===== config.mk =====
export PLATFORM = sky130hd
export DESIGN_NAME = fc_layer_ctrl
export DESIGN_NICKNAME = d
export VERILOG_FILES = /design/src/rtl/fc_ctrl_pkg.sv /design/src/rtl/fc_ctrl_perf.sv /design/src/rtl/fc_layer_ctrl.sv
export SDC_FILE = /design/constraint.sdc
export NUM_CORES = 1
export LEC_CHECK = 0
export BUFFER_PORTS_ARGS = -buffer_cell sky130_fd_sc_hd__buf_2
export CAP_MARGIN = 20
export CORE_MARGIN = 3
export CORE_UTILIZATION = 40
export CTS_CLUSTER_SIZE = 25
export DETAILED_ROUTE_END_ITERATION = 16
export GPL_ROUTABILITY_DRIVEN = 0
export HOLD_SLACK_MARGIN = 0.15
export PLACE_DENSITY = 0.85
export SLEW_MARGIN = 0
export SYNTH_ARGS = -nofsm -noshare
export SYNTH_HDL_FRONTEND = slang
export SYNTH_HIERARCHICAL = 1
export SYNTH_SLANG_ARGS = --single-unit

===== constraint.sdc =====
create_clock -name clk -period 2.07 [get_ports clk]
set_input_delay 0.414 -clock clk [delete_from_list [all_inputs] [get_ports clk]]
set_output_delay 0.414 -clock clk [all_outputs]
set_load 0.01 [all_outputs]

===== src/rtl/fc_ctrl_pkg.sv =====
// fc_ctrl_pkg: shared state encoding and width helper for the
// fully-connected layer sequencer.
package fc_ctrl_pkg;

    typedef enum logic [2:0] {
        s_ctrl_idle      = 3'd0,
        s_ctrl_issue     = 3'd1,
        s_ctrl_wait      = 3'd2,
        s_ctrl_drain_req = 3'd3,
        s_ctrl_drain     = 3'd4
    } t_ctrl_state;

    // Pass-index width; a single binary pass still needs one bit.
    function automatic int calc_bit_w(input int n);
        return (n > 1) ? $clog2(n) : 1;
    endfunction

endpackage


===== src/rtl/fc_ctrl_perf.sv =====
// fc_ctrl_perf: saturating busy/stall cycle counters, built only
// when FC_CTRL_PERF_EN is defined.
module fc_ctrl_perf
    import fc_ctrl_pkg::*;
#(
    parameter int PERF_WIDTH = 32
) (
    input  logic                  clk,
    input  logic                  rst,
    input  logic                  i_busy,
    input  logic                  i_stall,
    output logic [PERF_WIDTH-1:0] o_busy_cycles,
    output logic [PERF_WIDTH-1:0] o_stall_cycles
);

    logic [PERF_WIDTH-1:0] busy_q, busy_d;
    logic [PERF_WIDTH-1:0] stall_q, stall_d;

    always_comb begin
        busy_d  = busy_q;
        stall_d = stall_q;
        if (i_busy && !(&busy_q)) begin
            busy_d = busy_q + PERF_WIDTH'(1);
        end
        if (i_stall && !(&stall_q)) begin
            stall_d = stall_q + PERF_WIDTH'(1);
        end
    end

    always_ff @(posedge clk or posedge rst) begin
        if (rst) begin
            busy_q  <= '0;
            stall_q <= '0;
        end else begin
            busy_q  <= busy_d;
            stall_q <= stall_d;
        end
    end

    assign o_busy_cycles  = busy_q;
    assign o_stall_cycles = stall_q;

endmodule


===== src/rtl/fc_layer_ctrl.sv =====
// fc_layer_ctrl: bit-serial crossbar pass sequencer for one FC layer.
// Optional perf counters are enabled with FC_CTRL_PERF_EN.
module fc_layer_ctrl
    import fc_ctrl_pkg::*;
#(
    parameter int DATA_SIZE  = 8,
    parameter int PERF_WIDTH = 32,
    parameter int BIT_W      = calc_bit_w(DATA_SIZE)
) (
    input  logic                  clk,
    input  logic                  rst,
    input  logic                  i_start,
    output logic                  o_ready,
    output logic                  o_cim_start,
    output logic [BIT_W-1:0]      o_cim_bit,
    input  logic                  i_cim_ready,
    output logic                  o_ibuf_release,
    output logic                  o_func_start,
    input  logic                  i_func_ready,
    input  logic                  i_next_ready,
    output logic                  o_done,
    output logic [PERF_WIDTH-1:0] o_busy_cycles,
    output logic [PERF_WIDTH-1:0] o_stall_cycles
);

    localparam logic [BIT_W-1:0] LAST_BIT = BIT_W'(DATA_SIZE - 1);

    t_ctrl_state      state_q, state_d;
    logic [BIT_W-1:0] bit_cnt_q, bit_cnt_d;
    logic             guard_q, guard_d;
    logic             seen_busy_q, seen_busy_d;
    logic             drain_go;
    logic             stall;

    assign drain_go = i_func_ready & i_next_ready & i_cim_ready;

    always_comb begin
        state_d        = state_q;
        bit_cnt_d      = bit_cnt_q;
        guard_d        = 1'b0;
        seen_busy_d    = seen_busy_q;
        o_cim_start    = 1'b0;
        o_ibuf_release = 1'b0;
        o_func_start   = 1'b0;
        o_done         = 1'b0;
        stall          = 1'b0;
        unique case (state_q)
            s_ctrl_idle: begin
                if (i_start) begin
                    state_d   = s_ctrl_issue;
                    bit_cnt_d = '0;
                end
            end
            s_ctrl_issue: begin
                o_cim_start = i_cim_ready;
                if (i_cim_ready) begin
                    state_d = s_ctrl_wait;
                    guard_d = 1'b1;
                end else begin
                    stall = 1'b1;
                end
            end
            // First wait cycle is a guard: CIM ready may still be stale.
            s_ctrl_wait: begin
                if (!guard_q && i_cim_ready) begin
                    if (bit_cnt_q == LAST_BIT) begin
                        o_ibuf_release = 1'b1;
                        state_d        = s_ctrl_drain_req;
                    end else begin
                        bit_cnt_d = bit_cnt_q + BIT_W'(1);
                        state_d   = s_ctrl_issue;
                    end
                end
            end
            s_ctrl_drain_req: begin
                o_func_start = drain_go;
                if (drain_go) begin
                    state_d     = s_ctrl_drain;
                    seen_busy_d = 1'b0;
                end else begin
                    stall = 1'b1;
                end
            end
            // Done only after the func unit has visibly gone busy and back.
            s_ctrl_drain: begin
                if (!i_func_ready) begin
                    seen_busy_d = 1'b1;
                end else if (seen_busy_q) begin
                    o_done  = 1'b1;
                    state_d = s_ctrl_idle;
                end
            end
            default: begin
                state_d = s_ctrl_idle;
            end
        endcase
    end

    always_ff @(posedge clk or posedge rst) begin
        if (rst) begin
            state_q     <= s_ctrl_idle;
            bit_cnt_q   <= '0;
            guard_q     <= 1'b0;
            seen_busy_q <= 1'b0;
        end else begin
            state_q     <= state_d;
            bit_cnt_q   <= bit_cnt_d;
            guard_q     <= guard_d;
            seen_busy_q <= seen_busy_d;
        end
    end

    assign o_ready   = (state_q == s_ctrl_idle);
    assign o_cim_bit = o_ready ? '0 : bit_cnt_q;

`ifdef FC_CTRL_PERF_EN
    fc_ctrl_perf #(
        .PERF_WIDTH(PERF_WIDTH)
    ) u_perf (
        .clk           (clk),
        .rst           (rst),
        .i_busy        (state_q != s_ctrl_idle),
        .i_stall       (stall),
        .o_busy_cycles (o_busy_cycles),
        .o_stall_cycles(o_stall_cycles)
    );
`else
    logic unused_stall;
    assign unused_stall   = stall;
    assign o_busy_cycles  = '0;
    assign o_stall_cycles = '0;
`endif

endmodule


Yosys cells after proc, flatten, opt, wreduce, memory -nomap -nowiden
Index checks and enable logic that the tools add are counted.

Register bits: 8. Bits in latches: 0. RAM bits: 0. Bits in read-only memories: 0. Input bits: 6. Output and inout port bits: 72. Logic and storage cells: 54. Memories kept: 0.

Add/subtract/negate cells: 1. Multiply operators: 0. Div/mod/pow operators: 0. $lt $le $gt $ge: 0. Equal/unequal tests: 13. Shifts and indexed selects: 0. Mux-type cells: 26. Bitwise gates (word level): 2. Reductions and logical operators: 8.

Operators with widths (count): 3-bit 2-to-1 mux (10); 2-bit inequality test, second input constant (8); 3-bit case mux with 5 select lines (1); 1-bit 2-to-1 mux (12); 3-bit by 2-bit == test with 1-bit output, second input constant (2); 3-bit == test, second input constant (2); 3-bit case mux with 2 select lines (1); 6-bit AND reduction (1); 4-bit AND reduction (1); 2-bit nonzero test (2); 3-bit by 1-bit adder with 3-bit output, second input constant (1); 3-bit by 1-bit == test with 1-bit output, second input constant (1); 3-bit logical NOT (1); 3-bit AND reduction (1); 1-bit bitwise AND (2); 2-bit 2-to-1 mux (1); 1-bit case mux with 2 select lines (1); 1-bit logical AND (1); 1-bit logical NOT (1).

Depth between registers and ports, before layout
Gate-level depths: netlist of the first run.

Word-level depth: 4. Depth in mapped cells: 5. Gate-level depth less buffers: 5.

Worst setup path after synthesis of the first run
No wires, ideal clock.

Path type: register to register. Start: reg bit_cnt_q[0]. End: reg bit_cnt_q[0]. Setup time: 0.121 ns. Arrival: 1.540 ns. Data required time: 1.949 ns. Setup slack: 0.409 ns. Stages on the path, launching flop included: 6. Path buffers: 0. Clock period less this slack: 1.661 ns. Cell sequence: dfrtp_1 > ha_1 > ha_1 > nor3b_2 > mux2_2 > a22o_1.

Cells in the longest elaborated chain, start to end: 4. Elaborated cells between the ends (all ways): 7. Classes of those cells: add/sub (1); eq/ne (2); mux (3); reduce/logical (1).

RTL lines: start: declaration (line fc_layer_ctrl.sv:29) `logic [BIT_W-1:0] bit_cnt_q, bit_cnt_d;`; start signal: assignment (line fc_layer_ctrl.sv:107) `bit_cnt_q <= bit_cnt_d;`; 3-bit by 1-bit adder with 3-bit output (line fc_layer_ctrl.sv:70) `bit_cnt_d = bit_cnt_q + BIT_W'(1);`; 3-bit 2-to-1 mux (line fc_layer_ctrl.sv:66) `if (bit_cnt_q == LAST_BIT) begin`; 3-bit 2-to-1 mux (line fc_layer_ctrl.sv:65) `if (!guard_q && i_cim_ready) begin`; 3-bit case mux with 2 select lines (line fc_layer_ctrl.sv:47) `unique case (state_q)`.

Several ways; a longest one is shown, not always the timed one. The select of a mux whose other input is x is not followed. A chain may end at the register's enable or synchronous reset.

Worst setup path after layout of the first run
Start: reg bit_cnt_q[0]. End: out o_ibuf_release.

Cells in the longest elaborated chain, start to end: 4.

RTL lines: 3-bit == test (line fc_layer_ctrl.sv:66); 1-bit 2-to-1 mux (line fc_layer_ctrl.sv:66); 1-bit 2-to-1 mux (line fc_layer_ctrl.sv:65); 1-bit 2-to-1 mux (line fc_layer_ctrl.sv:47); end: declaration (line fc_layer_ctrl.sv:17) `output logic o_ibuf_release,`.

Every way passes these cells.

==> key figures, run 1 <==
Worst setup path
  • Reg2Reg Depth: 5
  • CP max stage cell: dfrtp_1
  • Worst setup path class: flop to primary output
  • Worst path max stage delay: approximately 0.39 ns
  • Required @ worst endpoint: 1.66 ns
  • CP cell instances: ha_1 -> ha_1 -> nand4b_1 -> nor3_1 -> buf_2
  • Most frequent CP cell: ha_1
  • Critical path depth: 5
  • Critical Path Source Type: flop
  • CP max FO: 5
  • Worst R2R Setup Slack: 0.29 ns
  • Worst Path Buf+Inv: 1
  • Crit path max-delay family: adder cells
  • Worst Path Arrival: between 1.5 and 2 ns
  • Setup crit end kind: primary output

Pwr
  • Switching Fraction: around 46%
  • Pleak: 0.5227 nW
  • Sw Pwr: a little under 0.0004 W
  • Worst vdd ir: 0.3768 mV
  • Int Power: ~0.00045 W
  • Sequential share of power: between 30% and 40%
  • Clk pwr share: around 15%
  • PD cells: 937.2 nW/um^2
  • Logic pwr share: 49.6%

Route
  • Vias per Instance: 3.887
  • Post-route ant nets: 0
  • Detailed Route Iter0 Violations: 21
  • Drt total wl: 1581 um
  • Drt drc: 0
  • Vias: 653
  • Wire length per cell: 9.411 um
  • Pre-antenna DRT Iters: 4

Floorplan
  • Site row count: 17
  • Core box area: 2297 sq um
  • Die width: 56.06 um
  • Effective utilization at floorplan: ~44%
  • Vert. Die Dim: 56.06 um
  • Top Ports: approximately 80
  • Die Area: 3142 sq um

STA
  • Setup violators final: 0
  • Period utilization: 93.45%
  • Fmax: just over 500 MHz
  • Final hold violation count: 0
  • Final Max Slew Viols: 0
  • RSZ-0062 raised after global routing: no
  • Worst clock skew: 0.01147 ns
  • Fin crit period: 1.934 ns
  • Sum of negative setup slack: 0 ns

Layout
  • N_diodes: 0
  • Fillcell total: 250
  • Nets@finish: 150
  • P&R area growth vs syn: -11.11%
  • Finished Layout Cells: 168
  • Share of cells above drive strength 1: around 15%

Synth
  • Mux cell area share after synthesis: between 1 and 1.5%
  • Post-Synth Adder-Cell Area: under 10%
  • Post-synthesis compound-gate area fraction: 8.864%
  • #FFs+latches synth: 8
  • XOR/XNOR Fraction of Synth Area: 0%
  • Cell count after synthesis: 125
  • Sequential fraction of the synthesis area: between 10% and 20%
  • Top_reg_cell synth: dfrtp_1
  • Post-synthesis simple-gate area fraction: 16.23%
  • EDFF count, synth: 0
  • Main combinational cell family by area after synthesis: buffers and inverters
  • Yosys warns: 6
  • Synth async-reset ratio: between 90% and 100%
  • Syn avg cell area: approximately 8.0 sq um
  • Cell Area, Synth: ~1000 sq um
  • Synth cell types: 27

Clock network
  • Number of post-CTS setup repair buffers: 0
  • Clk slew on worst S/H paths: 0.06 ns
  • CTS Buf Count: 3
  • Latest clock arrival within the worst-skew pair: about 0.27 ns
  • Hold_buf cts: 1
  • CTS tree: built
  • CTS max path bufs: 2
  • # clock sinks: 8
  • H-tree levels: 1
  • Root buffer cell: clkbuf_4
  • Post_cts resized: 0

Global routing
  • Gr busiest metal: met2
  • Initial antenna violation count: 0
  • Largest net degree at the start of global routing: 13
  • Grt met2 use: between 10% and 20%
  • Met3 usage: 4.872%
  • Number of global-route vias before repair: 497
  • First-pass GRT wire length: 2201 um
  • GR Overflow Total: 0
  • GRT met1 Usage: 9.763%
  • Gr usage total: 9.152%

Placed design
  • # placed instances: 164
  • Hpwl dp: 1318 um
  • PortBufs: 13

Min path
  • Hold path cells: 3
  • Worst Hold Class: input port to flop

Job
  • Max-capacitance violation count: 0

Status
  • Run status: complete, no violations
## tightest hold or removal path, delay by kind of cell
kind                   cells  cell delay [ns]
AND/OR/NAND/NOR            2             0.15
buffers and inverters      1             0.14
## through the flow
| step | total power, W | setup slack, ns | instance area (sq um) | hold WS [ns] | utilization [%] |
|---|---|---|---|---|---|
| after floorplan | 0.0006779 | 0.4086 | 1239 | 0.2297 | - |
| after global placement | 0.0006916 | 0.3617 | 858.3 | 0.3742 | 37.36 |
| after detailed placement | 0.0007055 | 0.2995 | 858.3 | 0.3872 | 37.36 |
| after CTS | 0.0008364 | 0.1249 | 890.9 | 0.4741 | 38.78 |
| after global routing | 0.0009048 | 0.02585 | 890.9 | 0.4998 | 38.78 |
| final | 0.0008349 | 0.1356 | 890.9 | 0.4784 | 38.78 |
## path summary, 6_finish.rpt
check | to | from
min | guard_q | i_cim_ready
min in group asynchronous | bit_cnt_q[1] | rst
min reg2reg | seen_busy_q | seen_busy_q
max | o_ibuf_release | bit_cnt_q[0]
max reg2reg | bit_cnt_q[0] | bit_cnt_q[0]
max in group asynchronous | state_q[2] | rst
## cells in the mapped netlist (3+ instances only)
master / instances / share of area, %
dfrtp_1: 8 / 20
o21ai_0: 3 / 1.5
nor3_1: 4 / 2.0
a21oi_1: 3 / 1.5
inv_1: 4 / 1.5
buf_2: 3 / 1.5
nor2_1: 7 / 2.6
nand2_1: 6 / 2.2
buf_4: 64 / 48
## per-layer routing
metal  wire length (um)  part of all wire (%)
met5                  0                     0
met4                 45                   2.8
met3                251                    16
met2                757                    48
met1                527                    33
## cells in the final DEF, fill, tap and decap left out, types with 2 or more instances in the layout
cell type  netlist  final
ha_1             2      2
nand3_1          2      2
and2_1           2      2
buf_4           64      2
conb_1           1     64
a21oi_1          3      3
clkbuf_4         0      3
nor3_1           4      4
nor2_1           7      7
o221ai_1         2      2
o21ai_0          3      3
buf_2            3     13
a211oi_1         2      2
nand2_1          6      6
inv_1            4      4
dfrtp_1          8      8
## cells by family after synthesis
family,after synthesis
AOI/OAI and AO/OA,13
other,1
DFF,8
adders and majority gates,2
muxes,1
and+or+nand+nor,29
buffers and inverters,71
## registers in the layout, summed over array words and instances (netlist names)
| signal | cells |
|---|---|
| state_q | 3 |
| guard_q | 1 |
| seen_busy_q | 1 |
| bit_cnt_q | 3 |
## power by group through the flow
stage          Sequential [W]  Combinational (W)  Clock, W
2_1_floorplan        0.000255           0.000423         0
3_3_place_gp         0.000290           0.000402         0
3_5_place_dp         0.000295           0.000410         0
4_1_cts              0.000292           0.000415  0.000129
5_1_grt              0.000305           0.000465  0.000135
6_report             0.000294           0.000414  0.000126
## layout make-up
cell class	instances	area, sq um	area share, %
Timing Repair Buffer	16	90.09	10.11
Tap cell	28	35.03	3.933
Clock buffer	3	22.52	2.528
Sequential cell	8	200.2	22.47
Inverter	4	15.01	1.685
Multi-Input combinational cell	109	528.0	59.27
No activity file was read; power rests on OpenSTA's default activity.
==> run 2, diff against run 1 <==
ABC_AREA = 1   (was unset)
==> run 2 against run 1 <==
Net effect:
- via count rose by 6.0%
- critical path type unchanged
- routed wire length down 0.76%
- design area rose by 0.84%
- synthesized cell count up 14%
- critical endpoint unchanged
- first-iteration DRC count is 52% lower
- core utilization up 0.33 points
- sequential share of layout area shrank 0.19 points
- final cell count rose by 11%
- die area increased by 0.66%
- global-route usage fell by 0.052 points
==> key figures, run 2 <==
Worst setup path
  • CP max FO: 4 (was 5)
  • Critical Path Source Type: flop (unchanged)
  • Worst path max stage delay: 0.38 ns (was 0.39 ns)
  • Reg2Reg Depth: 6 (was 5)
  • Worst R2R Setup Slack: 0.70 ns (was 0.29 ns)
  • Worst Path Buf+Inv: 2 (was 1)
  • Required @ worst endpoint: 1.66 ns (about the same)
  • Crit path max-delay family: adder cells (unchanged)
  • CP max stage cell: dfrtp_1 (unchanged)
  • Worst setup path class: flop to primary output (unchanged)
  • Critical path depth: 5 (unchanged)
  • Most frequent CP cell: ha_1 (unchanged)
  • Worst Path Arrival: 1.41 ns (was 1.52 ns)
  • Setup crit end kind: primary output (unchanged)
  • CP cell instances: ha_1 -> ha_1 -> inv_1 -> nor3_1 -> buf_2 (was ha_1 -> ha_1 -> nand4b_1 -> nor3_1 -> buf_2)

Synth
  • Yosys top cell area share: 47.58% (was 47.94%)
  • Cell Area, Synth: 1010 sq um (was 1002 sq um)
  • Synth top cells by count: 64 x buf_4, 19 x nand2_1, 14 x inv_1 (was 64 x buf_4, 8 x dfrtp_1, 7 x nor2_1)
  • Synth async-reset ratio: 100.0% (unchanged)
  • Syn avg cell area: 7.111 sq um (was 8.018 sq um)
  • Yosys warns: 6 (unchanged)
  • Area contributors post-synth: buf_4 48%, dfrtp_1 20%, nand2_1 7.1%, inv_1 5.2%, nand3_1 5.0% (was buf_4 48%, dfrtp_1 20%, nor2_1 2.6%, ha_1 2.5%, nand2_1 2.2%)
  • #FFs+latches synth: 8 (unchanged)
  • Most common cell in the netlist: buf_4 (unchanged)
  • Top_reg_cell synth: dfrtp_1 (unchanged)
  • Synth cell types: 17 (was 27)
  • Biggest area consumer among synthesized cells: buf_4 (unchanged)
  • Sequential fraction of the synthesis area: 19.83% (was 19.98%)
  • EDFF count, synth: 0 (unchanged)
  • Cell count after synthesis: 142 (was 125)

Pwr
  • Tot Pwr: 0.0008295 W (was 0.0008349 W)
  • Logic pwr share: 56.2% (was 49.6%)
  • PD cells: 923.4 nW/um^2 (was 937.2 nW/um^2)
  • Clk pwr share: 13.2% (was 15.1%)
  • Int Power: 0.0004147 W (was 0.0004486 W)
  • Sequential share of power: 30.6% (was 35.3%)
  • Sw Pwr: 0.0004149 W (was 0.0003863 W)
  • Switching Fraction: 50.01% (was 46.27%)
  • Pleak: 0.6006 nW (was 0.5227 nW)
  • Worst vdd ir: 0.3752 mV (was 0.3768 mV)

Clock network
  • # clock sinks: 8 (unchanged)
  • CTS max path bufs: 2 (unchanged)
  • CTS Buf Count: 3 (unchanged)
  • Root buffer cell: clkbuf_4 (unchanged)
  • H-tree levels: 1 (unchanged)
  • Post_cts resized: 0 (unchanged)
  • Clk slew on worst S/H paths: 0.05 ns (was 0.06 ns)
  • CTS tree: built (unchanged)
  • Latest clock arrival within the worst-skew pair: 0.24 ns (was 0.27 ns)

Layout
  • Most common cell after layout, fill and taps aside: conb_1 (unchanged)
  • P&R area growth vs syn: -11.03% (was -11.11%)
  • Finished Cell Area: 898.4 sq um (was 890.9 sq um)
  • Largest regs: bit_cnt_q (3), state_q (3) (unchanged)
  • Commonest non-fill, non-tap cells in the layout: 64 x conb_1, 19 x nand2_1, 14 x inv_1 (was 64 x conb_1, 13 x buf_2, 8 x dfrtp_1)
  • Share of cells above drive strength 1: 13.92% (was 15.00%)
  • N_diodes: 0 (unchanged)
  • Nets@finish: 168 (was 150)

STA
  • Sum of negative setup slack: 0 ns (unchanged)
  • Fmax: 548.0 MHz (was 517.0 MHz)
  • Worst hold margin: 0.4412 ns (was 0.4784 ns)
  • Period utilization: 88.15% (was 93.45%)
  • Final hold violation count: 0 (unchanged)
  • Fin crit period: 1.825 ns (was 1.934 ns)
  • Setup violators final: 0 (unchanged)
  • Final Max Slew Viols: 0 (unchanged)
  • Worst clock skew: 0.002864 ns (was 0.01147 ns)
  • Worst setup margin: 0.2453 ns (was 0.1356 ns)
  • RSZ-0062 raised after global routing: no (unchanged)

Global routing
  • Number of global-route vias before repair: 552 (was 497)
  • First-pass GRT wire length: 2242 um (was 2201 um)
  • Grt met2 use: 16.86% (was 13.52%)
  • Initial antenna violation count: 0 (unchanged)
  • Largest net degree at the start of global routing: 9 (was 13)
  • Gr usage total: 9.100% (was 9.152%)
  • GRT met1 Usage: 8.496% (was 9.763%)
  • Met3 usage: 3.248% (was 4.872%)
  • GR Overflow Total: 0 (unchanged)
  • Gr busiest metal: met2 (unchanged)

Route
  • Post-route ant nets: 0 (unchanged)
  • Drt total wl: 1569 um (was 1581 um)
  • Pre-antenna DRT Iters: 4 (unchanged)
  • Vias: 692 (was 653)
  • Detailed Route Iter0 Violations: 10 (was 21)
  • Wire length per cell: 8.435 um (was 9.411 um)
  • Vias per Instance: 3.720 (was 3.887)
  • Drt drc: 0 (unchanged)

Placed design
  • Post-Place Setup Slack: 0.5081 ns (was 0.2995 ns)
  • Placed Instance Area: 865.8 sq um (was 858.3 sq um)
  • PortBufs: 13 (unchanged)
  • Hpwl dp: 1416 um (was 1318 um)

Floorplan
  • Site row count: 17 (unchanged)
  • Die Area: 3163 sq um (was 3142 sq um)
  • Effective utilization at floorplan: 43.95% (was 43.63%)
  • Die width: 56.24 um (was 56.06 um)
  • Vert. Die Dim: 56.24 um (was 56.06 um)
  • Core box area: 2297 sq um (unchanged)
  • Top Ports: 78 (unchanged)

Min path
  • Hold path cells: 2 (was 3)
  • Worst Hold Class: input port to flop (unchanged)

Job
  • Max-capacitance violation count: 0 (unchanged)

Status
  • Run status: complete, no violations (unchanged)
-- run 2: cell count changes in the layout (fill, tap and decap cells not counted), sizes merged, moves of 3 or more --
cell   previous run  this run
nand2             6        22
nand3             2        10
a21oi             3         0
inv               4        15
nor2              7        13
nor3              4         1
-- run 2: cell families after synthesis --
logic type	share of synthesized area [%]
other cells	0.3714
compound gates	3.346
buf+inv	53.16
simple gates	20.82
flops	19.83
fa+ha+maj	2.478
-- run 2: power by group through the flow --
stage	registers [W]	clock network, W	logic [W]
final	0.000254	0.000109	0.000466
after detailed placement	0.000256	0	0.000466
after floorplan	0.000246	0	0.000451
after global placement	0.000252	0	0.000448
after global routing	0.000262	0.000128	0.000540
after CTS	0.000253	0.000119	0.000469
-- run 2: stage by stage --
stage	std cells	utilization, %
5_1_grt	186	39.11
4_1_cts	186	39.11
3_3_place_gp	182	37.69
2_1_floorplan	205	-
6_report	186	39.11
3_5_place_dp	182	37.69
-- run 2: routing by layer --
| metal | up-vias | part of all wire, % |
|---|---|---|
| li1 | 339 | - |
| met1 | 308 | 32 |
| met2 | 43 | 54 |
| met3 | 2 | 14 |
| met4 | 0 | 0.51 |
| met5 | - | 0 |
-- run 2: final timing paths --
path | startpoint | to
min reg2reg | bit_cnt_q[1] | bit_cnt_q[1]
max reg2reg | bit_cnt_q[0] | bit_cnt_q[2]
max | bit_cnt_q[0] | o_ibuf_release
max in group asynchronous | rst | state_q[2]
min in group asynchronous | rst | state_q[1]
min | i_func_ready | seen_busy_q
-- run 2: what timing repair did --
action	4_1_cts	5_1_grt
setup buffers	0	0
hold buffers	1	0
hold endpoints to repair	8	0
-- run 2: layout make-up --
class | count | area [sq um]
fill | 261 | 1399
multi-input combinational | 118 | 509.2
sequential | 8 | 200.2
timing repair buffer | 14 | 75.07
inverter | 15 | 56.30
tap | 28 | 35.03
clock buffer | 3 | 22.52
